--- src/rtl/control_frec_dpwm.sv ---
// DPWM frequency-selection controller: button conditioning, saturating index,
// and a period timebase that only adopts a new index at a period boundary.
module control_frec_antirrebote #(
  parameter int unsigned DEBOUNCE_CNT = 50000
) (
  input  logic clk,
  input  logic reset,
  input  logic boton,
  output logic pulso
);

  typedef enum logic [1:0] {
    SOLTADO,
    VALID_PRES,
    PRESIONADO,
    VALID_SOLT
  } estado_t;

  // counter hits DEBOUNCE_CNT-1 on the same edge that accepts the level
  localparam logic [15:0] CNT_FIN = 16'(DEBOUNCE_CNT - 2);

  logic        s1;
  logic        s2;
  logic [15:0] cnt;
  estado_t     estado;

  always_ff @(posedge clk) begin
    if (reset) begin
      s1     <= 1'b0;
      s2     <= 1'b0;
      cnt    <= '0;
      estado <= SOLTADO;
      pulso  <= 1'b0;
    end else begin
      s1    <= boton;
      s2    <= s1;
      pulso <= 1'b0;
      unique case (estado)
        SOLTADO: begin
          if (s2) begin
            estado <= VALID_PRES;
            cnt    <= '0;
          end
        end
        VALID_PRES: begin
          if (!s2) begin
            estado <= SOLTADO;
          end else if (cnt == CNT_FIN) begin
            estado <= PRESIONADO;
            pulso  <= 1'b1;
          end else begin
            cnt <= cnt + 16'd1;
          end
        end
        PRESIONADO: begin
          if (!s2) begin
            estado <= VALID_SOLT;
            cnt    <= '0;
          end
        end
        VALID_SOLT: begin
          if (s2) begin
            estado <= PRESIONADO;
          end else if (cnt == CNT_FIN) begin
            estado <= SOLTADO;
          end else begin
            cnt <= cnt + 16'd1;
          end
        end
        default: estado <= SOLTADO;
      endcase
    end
  end

endmodule

module control_frec_dpwm #(
  parameter int unsigned DEBOUNCE_CNT = 50000,
  parameter int unsigned BASE_DIV     = 4
) (
  input  logic       clk,
  input  logic       reset,
  input  logic       boton_aumento,
  input  logic       boton_disminuye,
  input  logic       enable,
  output logic [2:0] numero_frec,
  output logic       tick_frec,
  output logic       cambio_pend,
  output logic       saturacion
);

  logic        pulso_up;
  logic        pulso_dn;
  logic [2:0]  sel_pend;
  logic [15:0] cnt;
  logic [15:0] periodo;
  logic        fin;

  control_frec_antirrebote #(
    .DEBOUNCE_CNT(DEBOUNCE_CNT)
  ) u_ar_up (
    .clk  (clk),
    .reset(reset),
    .boton(boton_aumento),
    .pulso(pulso_up)
  );

  control_frec_antirrebote #(
    .DEBOUNCE_CNT(DEBOUNCE_CNT)
  ) u_ar_dn (
    .clk  (clk),
    .reset(reset),
    .boton(boton_disminuye),
    .pulso(pulso_dn)
  );

  assign periodo = 16'(BASE_DIV) << (3'd7 - numero_frec);
  assign fin     = (cnt == periodo - 16'd1);

  always_ff @(posedge clk) begin
    if (reset) begin
      sel_pend    <= '0;
      numero_frec <= '0;
      cnt         <= '0;
      tick_frec   <= 1'b0;
      cambio_pend <= 1'b0;
      saturacion  <= 1'b0;
    end else begin
      saturacion <= 1'b0;
      // simultaneous up/down presses cancel out
      if (enable && (pulso_up ^ pulso_dn)) begin
        if (pulso_up) begin
          if (sel_pend != 3'd7) sel_pend <= sel_pend + 3'd1;
          else                  saturacion <= 1'b1;
        end else begin
          if (sel_pend != 3'd0) sel_pend <= sel_pend - 3'd1;
          else                  saturacion <= 1'b1;
        end
      end
      tick_frec   <= fin;
      cambio_pend <= (sel_pend != numero_frec);
      if (fin) begin
        cnt         <= '0;
        numero_frec <= sel_pend;
      end else begin
        cnt <= cnt + 16'd1;
      end
    end
  end

endmodule

--- config.mk ---
export PLATFORM = sky130hd
export DESIGN_NAME = control_frec_dpwm
export DESIGN_NICKNAME = d
export VERILOG_FILES = /design/src/rtl/control_frec_dpwm.sv
export SDC_FILE = /design/constraint.sdc
export NUM_CORES = 1
export LEC_CHECK = 0
export CORE_MARGIN = 2
export CORE_UTILIZATION = 38
export DETAILED_ROUTE_END_ITERATION = 12
export HOLD_SLACK_MARGIN = 0.05
export SYNTH_ARGS = -nofsm -noshare
export SYNTH_HDL_FRONTEND = slang
export SYNTH_SLANG_ARGS = --single-unit
--- constraint.sdc ---
create_clock -name clk -period 4.8 [get_ports clk]
set_input_delay 0.72 -clock clk [delete_from_list [all_inputs] [get_ports clk]]
set_output_delay 0.72 -clock clk [all_outputs]
set_load 0.005 [all_outputs]
# Word-level counts from Yosys, hierarchy flattened
# Cells that the tools add are included.
dict set report op_classes {
  add_sub_neg 7
  n_eq_ne 24
  n_shift 1
  mux 34
  n_bitwise 6
  reduce_logical 14
}
# op n
set ops {}
lappend ops {{$mux 16} 10}
lappend ops {{$pmux 16 s4} 2}
lappend ops {{$add 16x1->16 const B} 3}
lappend ops {{$eq 16x16->1 const B} 2}
lappend ops {{$mux 2} 12}
lappend ops {{$eq 16x16->1} 1}
lappend ops {{$pmux 2 s4} 2}
lappend ops {{$reduce_and 4->1} 4}
lappend ops {{$shl 3x3->16 const A} 1}
lappend ops {{$sub 16x1->16 const B} 1}
lappend ops {{$ne 2x2->1 const B} 5}
lappend ops {{$mux 3} 3}
lappend ops {{$ne 3x3->1 const B} 3}
lappend ops {{$eq 2x2->1 const B} 4}
lappend ops {{$ne 2x1->1 const B} 4}
lappend ops {{$ne 3x1->1 const B} 2}
lappend ops {{$reduce_or 3->1} 2}
lappend ops {{$mux 1} 5}
lappend ops {{$not 1->1} 5}
lappend ops {{$eq 2x1->1 const B} 2}
lappend ops {{$logic_not 2->1} 2}
lappend ops {{$reduce_or 2->1} 2}
lappend ops {{$add 3x1->3 const B} 1}
lappend ops {{$ne 3x3->1} 1}
lappend ops {{7 further kinds} 7}
dict set report totals {
  regBits 67
  out_inout_bits 6
  wordCells 102
}

# Logic depth before layout (Yosys ltp)
dict set report logic_depth {
  depth_word 5
  ltp_mapped 10
  depth_no_buf 8
}

# By module
# A second synthesis with hierarchy kept.
dict set report unflattened {
  hier_cells 410
  area_unflattened_um2 3697.3
}
# mod instances cells_each area_each_um2 seq_area_each_um2
set modules_own_cells {}
lappend modules_own_cells {control_frec_antirrebote 2 126 1084.8 420.4}
lappend modules_own_cells {control_frec_dpwm 1 158 1527.7 500.5}

# Worst setup path after synthesis
# Ideal clock, no wire load.
dict set report synth_timing {
  path_kind {reg2reg}
  startpoint {reg numero_frec[0]}
  endpoint {reg cnt[12]}
  setup_time_ps 115
  arrival_time_ps 2040
  required_time_ps 4685
  setup_slack_ps 2646
  path_stages_with_launch 11
  period_less_slack_ps 2154
  path_cell_list {dfxtp_1 > buf_4 > inv_1 > nand3_1 > ha_1 > and3_1 > a311oi_2 > xor2_2 > a31o_4 > buf_6 > nor2_1}
}
dict set report synth_between {
  elab_chain_cells 5
}
# element line_no
set synth_lines {}
lappend synth_lines {{from (decl)} 86} ;# output logic [2:0] numero_frec,
lappend synth_lines {{from (signal assigned)} 144} ;# numero_frec <= sel_pend;
lappend synth_lines {{$sub 3x3->3} 117} ;# assign periodo = 16'(BASE_DIV) << (3'd7 - numero_frec);
lappend synth_lines {{$shl 3x3->16} 117}
lappend synth_lines {{$sub 16x1->16} 118} ;# assign fin = (cnt == periodo - 16'd1);
lappend synth_lines {{$eq 16x16->1} 118}
lappend synth_lines {{$reduce_or 2->1 (no line)} --}
lappend synth_lines {{to (signal assigned)} 146} ;# cnt <= cnt + 16'd1;
lappend synth_lines {{to (decl)} 95} ;# logic [15:0] cnt;
# Every way passes these cells.
# A chain may end at the register's enable or synchronous reset.

# Final worst setup path
dict set report layout_timing {
  startpoint {reg numero_frec[2]}
  endpoint {reg cnt[3]}
}
# The elaborated chain is that of the path after synthesis.

==> impl_metrics.yaml <==
yosys:
  syn-instance-count: 363
  yosysUniqueCellTypes: 50
  synth-seq-cells: 67
  seq_area_frac_synth_pct: 41.0
  synth_top_area_share_pct: 41.0
  async_reset_ff_share_pct: 0
  syn_area_per_cell_um2: 9.02
  synth_area_leaders: "dfxtp_1 (41%), xnor2_1 (7.5%), nor2_1 (5.0%), xor2_1 (4.3%), nand4_1 (4.0%)"
  syn_area_mm2: 0.00327
  yosysWarnings: 0
  synth_edf_count: 0
  synth_top_cell_by_area: "dfxtp_1"
  synth_ff_type: "dfxtp_1"
  synth_fp_nets: 375
finish:
  n_antenna_cell: 0
  syn2layout_area_growth_pct: 10.1
  num-fill-cells: 824
  finalNetCount: 384
  final_cell_mix: "dfxtp_1 (67), nor2_1 (44), xnor2_1 (28)"
  multiInputGateArea_mm2: 0.00179
  regArea_mm2: 0.00134
  drive_gt1_share_pct: 6.38
  final_common_cell: "dfxtp_1"
die:
  core-area_mm2: 0.00830
  die_h_um: 96.8
  start_util_pct: 39.5
  ioPinCount: 11
  std_cell_rows: 33
  fp.dieArea_mm2: 0.00938
  die_w_um: 96.8
clock_tree:
  cts_setup_buffers: 0
  cts_htree_levels: 3
  clk_path_buf_depth: 2
  numCtsBuffers: 9
  clk_pin_slew_ns: 0.07
  ctsResizeCount: 0
  hold_buffers: 0
  cts_root_buf: "clkbuf_8"
  cts_tree: "done"
  insertion_delay_ns: 0.34
  numClockSinks: 67
run_status:
  status: "finished, final reports clean"
timing:
  setup_viol: 0
  slew_viol_final: 0
  rsz0062_at_grt: "no"
  hold_viol: 0
  worst_slew_pin_slew_ns: 1.06
  whs_ns: 0.440
  fin_skew_ns: 0.00866
  fin_crit_sh_pct: 52.6
  clock.fmax_ghz: 0.396
  tns_ns: 0
  max-slew-margin-rel_pct: 29.1
  setup_ws_ns: 2.28
  post-route-min-period_ns: 2.52
power:
  leakagePower_nw: 1.18
  finalPower_mw: 1.02
  powerDensity_mw_per_mm2: 283
  ir_drop_v: 0.000132
worst_setup_path:
  worstSetupStartpointType: "register"
  worstPathRequired_ns: 5.02
  critPathKind: "reg2reg"
  critPathArrivalTime_ns: 2.74
  cp_top_family: "flip-flops"
  cp_cell_sequence: "nand3_1 -> ha_1 -> and3_1 -> a31oi_1 -> xor2_1 -> a31o_4 -> nor2_1"
  crit_slowest_cell: "dfxtp_1"
  cp-end-kind: "register"
  crit_buf_inv: 0
  cp_slowest_stage_delay_ns: 0.60
  critPathMaxFanout: 16
place:
  hpwl_um: 4240
  io_buffers: 10
  gp_congestion: 0.750
  dp_slack_ns: 2.18
global_routing:
  grt_pass1_wl_um: 11200
  grt_pass1_vias: 2450
  track_usage_pct: 14.2
  antenna_found_initial: 0
  grt_max_degree: 18
  grt_overflow: 0
worst_hold_path:
  hold_path.class: "reg2reg"
routing:
  wl_met1_um: 3050
  route.met2.wl_um: 2740
  wl_met3_um: 213
  drcViolationCount: 0
  viasPerCell: 5.29
  via_count: 2544
  routedWlPerCell_um: 12.6
  dr.max_layer_used: "met4"
  drtPass1Iterations: 4
  antenna_left: 0
  initialDrtViolationCount: 66
  drt_wl_total_um: 6070
run:
  maxCapViolations: 0
cells in the mapped netlist, types with 3 or more instances:
library cell   n
or4_1          3
buf_6          4
nand2_1       22
nor2b_1        4
inv_1         15
mux2i_1        3
a211oi_1       3
a21oi_1       20
xor2_1        16
nor2_1        44
o21ai_0       10
and4_1         6
nor4_1         7
clkbuf_1       5
nor4bb_1       5
and3_1         3
nand4_1       21
a31oi_1        3
a31o_2         4
nor3_1         4
or3_1         10
nor4b_1        5
ha_1           6
dfxtp_1       67
nand3_1       15
xnor2_1       28
final timing paths:
kind                                             startpoint                    end  slack [ns]  depth (start not counted)
worst max-delay path            numero_frec[2]$_SDFFE_PP0N_      cnt[3]$_SDFF_PP0_        2.28                          7
worst min register to register        u_ar_up.s1$_SDFF_PP0_  u_ar_up.s2$_SDFF_PP0_        0.44                          1
worst min-delay path                  u_ar_up.s1$_SDFF_PP0_  u_ar_up.s2$_SDFF_PP0_        0.44                          1
worst max register to register  numero_frec[2]$_SDFFE_PP0N_      cnt[3]$_SDFF_PP0_        2.28                          7
sequential cells by signal (all words and copies together), names as in the netlist, 3 cells and up, named ones only:
| signal | cells |
|---|---|
| cnt | 16 |
| u_ar_dn.cnt | 16 |
| u_ar_up.cnt | 16 |
| numero_frec | 3 |
| sel_pend | 3 |
layout make-up:
class / count / area share, %
flip-flops and latches: 67 / 37.2
multi-input cells: 268 / 49.6
clock inverters: 1 / 0.208
clock buffers: 14 / 4.79
repair buffers: 11 / 2.99
inverters: 15 / 1.56
well taps: 105 / 3.64
cell families (layout without fill, tap and decap cells):
logic type | count (synthesis) | count (layout) | share of synthesized area (%)
AO/OA/AOI/OAI | 55 | 55 | 11.8
XOR/XNOR | 45 | 45 | 12.3
adder cells (fa/ha/maj) | 7 | 7 | 2.90
buffers and inverters | 28 | 41 | 4.43
flip-flops | 67 | 67 | 41.0
multiplexers | 3 | 3 | 0.917
AND/OR/NAND/NOR | 158 | 158 | 26.7
through the flow:
step | utilization [%] | std cells | cell area [um^2]
global placement | 41.3 | 466 | 3420
finish | 43.4 | 481 | 3600
floorplan | - | 363 | 3270
CTS | 43.4 | 481 | 3600
global route | 43.4 | 481 | 3600
detailed placement | 41.3 | 466 | 3420
power breakdown:
group | switching (mW) | total (mW) | internal [mW]
registers | 0.00344 | 0.564 | 0.560
logic | 0.0179 | 0.0278 | 0.00992
clock network | 0.200 | 0.428 | 0.228
routing by layer:
metal	GRT usage, %	up-vias
met2	21.6	39
met1	19.1	1182
met4	5.53	0
met3	4.12	8
met5	0	-
li1	-	1315
Note: power is estimated with default switching activity, not from simulation.
